<file path="config.mk">
export PLATFORM = sky130hd
export DESIGN_NAME = serial_add_ctrl
export DESIGN_NICKNAME = d
export VERILOG_FILES = /design/src/rtl/serial_add_ctrl.sv
export SDC_FILE = /design/constraint.sdc
export NUM_CORES = 1
export LEC_CHECK = 0
export ABC_CLOCK_PERIOD_IN_PS = 2000
export BUFFER_PORTS_ARGS = -buffer_cell sky130_fd_sc_hd__buf_2
export CORE_MARGIN = 2
export CORE_UTILIZATION = 30
export DETAILED_ROUTE_END_ITERATION = 6
export GPL_TIMING_DRIVEN = 0
export PLACE_DENSITY = 0.48
export SETUP_SLACK_MARGIN = 0.1
export SLEW_MARGIN = 5
export SYNTH_ARGS = -nofsm -noshare
export SYNTH_HDL_FRONTEND = slang
export SYNTH_SLANG_ARGS = --single-unit
</file>
<file path="constraint.sdc">
create_clock -name clk -period 2 [get_ports clk]
set_clock_uncertainty 0.15 [all_clocks]
set_input_delay 0.4 -clock clk [delete_from_list [all_inputs] [get_ports clk]]
set_output_delay 0.4 -clock clk [all_outputs]
set_load 0.1 [all_outputs]
</file>
<file path="src/rtl/serial_add_ctrl.sv">
// Bit-serial adder controller: a + b + cin, LSB first, one full-adder slice, one bit per clock.
// Optional signed-overflow output enabled by defining SERIAL_ADD_OVF_EN.
module serial_add_ctrl #(
    parameter int unsigned WIDTH = 8
) (
    input  logic             clk,
    input  logic             rst_n,
    input  logic             start,
    input  logic [WIDTH-1:0] a,
    input  logic [WIDTH-1:0] b,
    input  logic             cin,
    output logic             busy,
    output logic             done,
    output logic [WIDTH-1:0] sum,
    output logic             cout
`ifdef SERIAL_ADD_OVF_EN
    ,
    output logic             ovf
`endif
);

    localparam int unsigned CW = (WIDTH > 1) ? $clog2(WIDTH) : 1;

    typedef enum logic [1:0] {
        IDLE = 2'd0,
        RUN  = 2'd1,
        DONE = 2'd2
    } state_t;

    state_t           state, state_nx;
    logic [WIDTH-1:0] sa, sb;
    logic [WIDTH-1:0] psum_w;
    logic             carry, s_bit, c_nx;
    logic [CW-1:0]    cnt;
    logic             last, load;

    assign s_bit = sa[0] ^ sb[0] ^ carry;
    assign c_nx  = (sa[0] & sb[0]) | (carry & (sa[0] ^ sb[0]));
    assign last  = (cnt == CW'(WIDTH - 1));
    assign load  = start && ((state == IDLE) || (state == DONE));

    // psum_w is the partial-sum window after the current bit is shifted in;
    // only its upper WIDTH-1 bits need storage since the LSB slot is refilled each cycle.
    generate
        if (WIDTH == 1) begin : g_w1
            assign psum_w = s_bit;
        end else begin : g_wn
            logic [WIDTH-2:0] psum;
            always_ff @(posedge clk or negedge rst_n) begin
                if (!rst_n) begin
                    psum <= '0;
                end else if (state == RUN) begin
                    psum <= psum_w[WIDTH-1:1];
                end
            end
            assign psum_w = {s_bit, psum};
        end
    endgenerate

    always_ff @(posedge clk or negedge rst_n) begin
        if (!rst_n) begin
            state <= IDLE;
        end else begin
            state <= state_nx;
        end
    end

    always_comb begin
        state_nx = state;
        case (state)
            IDLE:    if (start) state_nx = RUN;
            RUN:     if (last)  state_nx = DONE;
            DONE:    state_nx = start ? RUN : IDLE;
            default: state_nx = IDLE;
        endcase
    end

    always_comb begin
        busy = (state == RUN);
        done = (state == DONE);
    end

    always_ff @(posedge clk or negedge rst_n) begin
        if (!rst_n) begin
            sa    <= '0;
            sb    <= '0;
            carry <= 1'b0;
            cnt   <= '0;
            sum   <= '0;
            cout  <= 1'b0;
        end else if (load) begin
            sa    <= a;
            sb    <= b;
            carry <= cin;
            cnt   <= '0;
        end else if (state == RUN) begin
            sa    <= sa >> 1;
            sb    <= sb >> 1;
            carry <= c_nx;
            cnt   <= cnt + 1'b1;
            if (last) begin
                sum  <= psum_w;
                cout <= c_nx;
            end
        end
    end

`ifdef SERIAL_ADD_OVF_EN
    // On the final bit the carry register holds the carry into the MSB.
    always_ff @(posedge clk or negedge rst_n) begin
        if (!rst_n) begin
            ovf <= 1'b0;
        end else if ((state == RUN) && last) begin
            ovf <= carry ^ c_nx;
        end
    end
`endif

endmodule

</file>
==> qor.yml, run 1 <==
status: "completed"
critPathMaxFanout: 13
ys.flop_type: "dfrtp_1"
maxSlewViolCount: 0
dieWidth_um: 78.6
h-tree-depth: 2
crit_arrival_ns: 1.30
finish.utilization: 0.376
drtIter0Drc: 56
cts-root-buf: "clkbuf_8"
numCtsBuffers: 5
peakVddDrop_uv: 895
cts-resized-gates: 4
holdCritPathClass: "in2async"
coreArea_mm2: 0.00544
synth-compound-area-share: 0.0943
startpoint_type: "flop"
portBuffers: 29
dp_hpwl_um: 2340
holdWs_ns: 0.0692
num-fill-cells: 533
die_y_um: 78.6
synthAdderAreaFrac: 0.0269
vias: 1183
cts_setup_buffers: 0
start_util: 0.307
grt_start_max_net_pins: 39
rsz0062_at_grt: "true"
cts_tree: "built"
synth_top_cell_area_share: 0.569
dr.pass1.iters: 4
syn_inst: 146
synth.yosys.seq_area_share: 0.569
cts_sinks: 38
synthXorXnorAreaFrac: 0
die_area_mm2: 0.00619
worst_pin_slew_ns: 0.857
grt_pass1_vias: 1210
syn-cell-area_mm2: 0.00167
ios: 31
antenna_found_initial: 0
fin_crit_sh: 0.923
synth_top_family_by_area: "simple AND/OR/NAND/NOR gates"
fin_nets: 204
clkTransAtPathRegs_ns: 0.07
overflow: 0
post_drt_wl_per_cell_um: 13.0
ys_ff_latch: 38
ys_warn_count: 0
p_leak_nw: 0.986
synth_edf_count: 0
hold_buffers: 0
async_reset_ff_frac: 1.00
setup_viol: 0
wl_um: 3300
yosysMostFrequentCell: "dfrtp_1"
synth_cell_types: 24
insertion_delay_ns: 0.29
power.density_mw_per_mm2: 1950
diodes: 0
max_freq_ghz: 0.542
cts_buffer_depth: 2
synth.net_count: 169
final_hold_viol_count: 0
drc: 0
synthTopCellsByArea: "dfrtp_1 (57%), mux2_4 (8.1%), nand2_1 (4.7%)"
rows: 27
routed_via_density: 4.66
ys_top_cells_by_count: "dfrtp_1 (38), nand2_1 (21), nor2_1 (14), nor3_1 (12), o22ai_1 (12)"
seq_area_um2: 951
syn_to_final_growth_pct: 22.4
layout-drive-gt1-share: 0.330
yosys.area_share.simple: 0.161
gp_routability_congestion: 0.724
ant_nets: 0
dp_cells: 247
cp-end-kind: "output port"
grtUsageTotal: 0.121
multiInputGateArea_um2: 667
synthMuxAreaShare: 0.112
avgSynthCellArea_um2: 11.4
yosys.area.top_type: "dfrtp_1"
drv_cap: 0
slew_headroom: 0.429
period_minus_slack_ns: 1.85
grt_pass1_wl_um: 5650
final_cell_count_no_fill: 254
worstPathRequired_ns: 1.45
crit_type: "reg2out"
## kinds of logic after synthesis
| logic type | count (synthesis) |
|---|---|
| muxes | 14 |
| DFF | 38 |
| AOI/OAI and AO/OA | 24 |
| adders and majority gates | 3 |
| and+or+nand+nor | 56 |
| buffers and inverters | 11 |
## stage by stage
stage / area [um2] / total power [mW] / setup slack, ns / setup TNS (ns)
floorplan: 1680 / 2.99 / 0.236 / 0
global placement: 1910 / 3.32 / -0.0107 / -0.0107
detailed placement: 1910 / 3.38 / -0.0121 / -0.0121
CTS: 2030 / 4.02 / 0.0527 / 0
global route: 2050 / 4.29 / 0.0729 / 0
finish: 2050 / 3.99 / 0.154 / 0
## sequential cells by signal, indices dropped and copies added (netlist names)
signal,count
carry,1
cnt,3
cout,1
g_wn.psum,7
sa,8
sb,8
state,2
sum,8
## routing by layer
metal  track usage  wire (um)  part of all wire
met5             0          0                 0
met4        0.0474         46             0.014
met3        0.0448        197             0.060
met2         0.192       1610              0.49
met1         0.148       1440              0.44
## worst paths after layout
check | startpoint | cells after the start | slack [ns] | to
max | state[1]$_DFFE_PN0P_ | 4 | 0.15 | busy
max reg2reg | cnt[0]$_DFFE_PN0P_ | 4 | 0.36 | cnt[2]$_DFFE_PN0P_
min | rst_n | 1 | 0.07 | sum[1]$_DFFE_PN0P_
max in group asynchronous | rst_n | 1 | 1.09 | sb[2]$_DFFE_PN0P_
min reg2reg | g_wn.psum[0]$_DFFE_PN0N_ | 2 | 0.35 | g_wn.psum[0]$_DFFE_PN0N_
min in group clk | b[7] | 2 | 0.19 | sb[7]$_DFFE_PN0P_
## layout make-up
class,count,area share
clock buffers,8,0.0538
plain buffers,8,0.0226
multi-input cells,97,0.326
well taps,72,0.0440
repair buffers,29,0.0813
inverters,2,0.00734
flip-flops and latches,38,0.465
## power by group
| group | total [mW] | internal (mW) | leakage, nW | switching [mW] |
|---|---|---|---|---|
| clock | 0.609 | 0.348 | 0.0575 | 0.261 |
| sequential | 1.36 | 1.13 | 0.466 | 0.229 |
| combinational | 2.02 | 0.676 | 0.463 | 1.34 |
| total | 3.99 | 2.16 | 0.986 | 1.83 |
## cells in the final DEF (no fill, tap or decap), drive strengths merged
master and n:
inv 2, fa 1, o21ai 2, ha 2
a22o 4, and2b 1, nand2 22, a21oi 3
nand3 1, nand2b 2, clkbuf 8, mux2 11
o22ai 12, a211oi 3, nor2b 4, nor2 14
dfrtp 38, buf 37, mux2i 3, nor3 12
## worst max-delay path, cell delays in order (launching register included)
cell and delay (ns):
dfrtp_1 0.38, buf_6 0.14, nand2b_4 0.18, inv_8 0.13
buf_12 0.18
(Power assumes the default switching activity.)
==> inputs of run 2 (changes only) <==
--- a/config.mk
+++ b/config.mk
@@ -5,7 +5,7 @@
 export SDC_FILE = /design/constraint.sdc
 export NUM_CORES = 1
 export LEC_CHECK = 0
-export ABC_CLOCK_PERIOD_IN_PS = 2000
+export ABC_CLOCK_PERIOD_IN_PS = 1770
 export BUFFER_PORTS_ARGS = -buffer_cell sky130_fd_sc_hd__buf_2
 export CORE_MARGIN = 2
 export CORE_UTILIZATION = 30
==> constraint.sdc (replaced) <==
create_clock -name clk -period 1.77 [get_ports clk]
set_clock_uncertainty 0.15 [all_clocks]
set_input_delay 0.354 -clock clk [delete_from_list [all_inputs] [get_ports clk]]
set_output_delay 0.354 -clock clk [all_outputs]
set_load 0.1 [all_outputs]
==> run 2 against run 1 <==
Net effect:
- power grew 19%
- global-route usage increased by 0.51 points
- sequential cell count stayed put
- sequential share of layout area fell by 3.0 points
- die area stayed put
- routed wire length up 7.4%
- combinational power rose by 28%
- critical endpoint unchanged
- worst setup slack got worse by 0.13 ns
==> qor.yml, run 2 (synthesized netlist as in run 1, its figures left out) <==
syn_to_final_growth_pct: 30.9
internal-power_mw: 2.58  # +19%
dr.pass1.iters: 4  # unchanged
startpoint_type: "flop"
final_cell_count_no_fill: 264  # +3.9%
coreArea_mm2: 0.00544  # unchanged
finalPower_mw: 4.75  # +19%
crit_arrival_ns: 1.24  # -0.06 ns
timing.rr.end: "cnt[2]$_DFFE_PN0P_"
ant_nets: 0  # unchanged
cts_sinks: 38  # unchanged
grt_pass1_vias: 1210  # unchanged
cp-end-kind: "output port"
hold_buffers: 0  # unchanged
holdWs_ns: 0.0313  # -0.0379 ns
num-fill-cells: 530  # -0.56%
rsz0062_at_grt: "true"
grt_pass1_wl_um: 5890  # +4.1%
holdCritPathClass: "in2async"
slew_headroom: 0.421  # -0.00827
portBuffers: 29  # unchanged
crit_type: "reg2out"
period_minus_slack_ns: 1.74
wl_um: 3540  # +7.4%
clkTransAtPathRegs_ns: 0.08  # about the same
p_leak_nw: 1.04  # +5.8%
numCtsBuffers: 5  # unchanged
rows: 27  # unchanged
final_hold_viol_count: 0  # unchanged
routed_via_density: 4.65  # -0.13%
overflow: 0  # unchanged
die_area_mm2: 0.00619  # unchanged
final_common_cell: "dfrtp_1"
dieWidth_um: 78.6  # unchanged
insertion_delay_ns: 0.29  # about the same
reg2reg_depth: 4  # unchanged
worst_pin_slew_ns: 0.869  # +0.0124 ns
grt_start_max_net_pins: 39  # unchanged
gp_routability_congestion: 0.726  # +0.23%
post_drt_wl_per_cell_um: 13.4  # +3.4%
clkPwrFrac: 0.128  # -0.025
maxSlewViolCount: 0  # unchanged
cp-startpoint: "state[1]$_DFFE_PN0P_"
p_switching_mw: 2.18  # +19%
cts-root-buf: "clkbuf_8"
start_util: 0.307  # unchanged
dp_hpwl_um: 2340  # -0.21%
fin_nets: 214  # +4.9%
r2r-start: "cnt[0]$_DFFE_PN0P_"
drc: 0  # unchanged
antenna_found_initial: 0  # unchanged
setup_viol: 0  # unchanged
status: "completed"
fin_crit_sh: 0.985
cts_buffer_depth: 2  # unchanged
place_ws_ns: -0.124  # -0.112 ns
drtIter0Drc: 43  # -23%
final_cell_mix: "dfrtp_1 (37), buf_2 (30), nand2_1 (21), nor2_1 (14), buf_4 (10)"
layout-drive-gt1-share: 0.417  # +0.0870
h-tree-depth: 2  # unchanged
p_comb_frac: 0.542  # +0.036
peakVddDrop_uv: 997  # +11%
vias: 1228  # +3.8%
p_sw_frac: 0.458  # -0.00128
die_y_um: 78.6  # unchanged
diodes: 0  # unchanged
drv_cap: 0  # unchanged
r2r_slack_ns: 0.16  # -0.20 ns
worstPathRequired_ns: 1.27  # -0.18 ns
setup_slack_ns: 0.0258  # -0.128 ns
cts_tree: "built"
seqPwrFrac: 0.330  # -0.012
ios: 31  # unchanged
largest_registers: "sa (8), sb (8), sum (8)"
dp_cells: 247  # unchanged
critPathMaxFanout: 3  # -10
power.density_mw_per_mm2: 2170  # +11%
grtUsageTotal: 0.126  # +0.00510
max_freq_ghz: 0.573
==> run 2: cell count changes in the layout (fill, tap and decap cells not counted), moves of 2 or more <==
| cell | change |
|---|---|
| o22ai_2 | +3 |
| o22ai_1 | -3 |
| nor3_1 | -7 |
| buf_4 | +10 |
| nor3_2 | +7 |
| clkbuf_8 | -2 |
| buf_2 | -4 |
==> run 2: worst max path at each step <==
stage | endpoint | slack (ns) | depth (start not counted)
floorplan | done | 0.18 | 2
global placement | busy | -0.12 | 5
detailed placement | busy | -0.12 | 5
CTS | busy | -0.0002 | 5
global route | busy | -0.05 | 5
finish | busy | 0.03 | 5
==> run 2: layer usage <==
layer	routed length, um	GRT usage
met1	1650	0.161
met2	1660	0.190
met3	164	0.0448
met4	59	0.0579
met5	0	0
==> run 2: layout make-up <==
cell class	count	area, um2	share of cell area
flip-flops and latches	38	952	0.435
clock inverters	1	5.00	0.00229
plain buffers	9	75.1	0.0343
clock buffers	7	86.3	0.0395
well taps	72	90.1	0.0412
multi-input cells	97	721	0.329
inverters	2	12.5	0.00572
repair buffers	38	246	0.113
==> run 2: critical path, cell delays in order, from the launching register on <==
cell      delay, ns
dfrtp_1        0.38
buf_6          0.12
nand2b_4       0.15
clkinv_4       0.05
buf_8          0.09
buf_12         0.16
==> run 2: through the flow <==
stage | util | setup TNS, ns | instance area, um2
detailed placement | 0.352 | -0.124 | 1920
finish | 0.402 | 0 | 2190
floorplan | - | 0 | 1680
global placement | 0.352 | -0.121 | 1920
CTS | 0.385 | -0.000202 | 2100
global route | 0.402 | -0.0520 | 2190
==> run 2: power by group through the flow <==
stage / combinational [mW] / sequential (mW) / clock [mW]
finish: 2.58 / 1.57 / 0.609
detailed placement: 2.27 / 1.56 / 0
floorplan: 1.20 / 2.18 / 0
CTS: 2.45 / 1.54 / 0.643
global placement: 2.22 / 1.54 / 0
global route: 2.77 / 1.62 / 0.688
==> run 2: repair_timing <==
action,CTS,global route
gates resized for setup,12,19
endpoints found under the hold margin,0,0
setup buffers,6,3
endpoints found under the setup margin,2,2
pin swaps,0,0
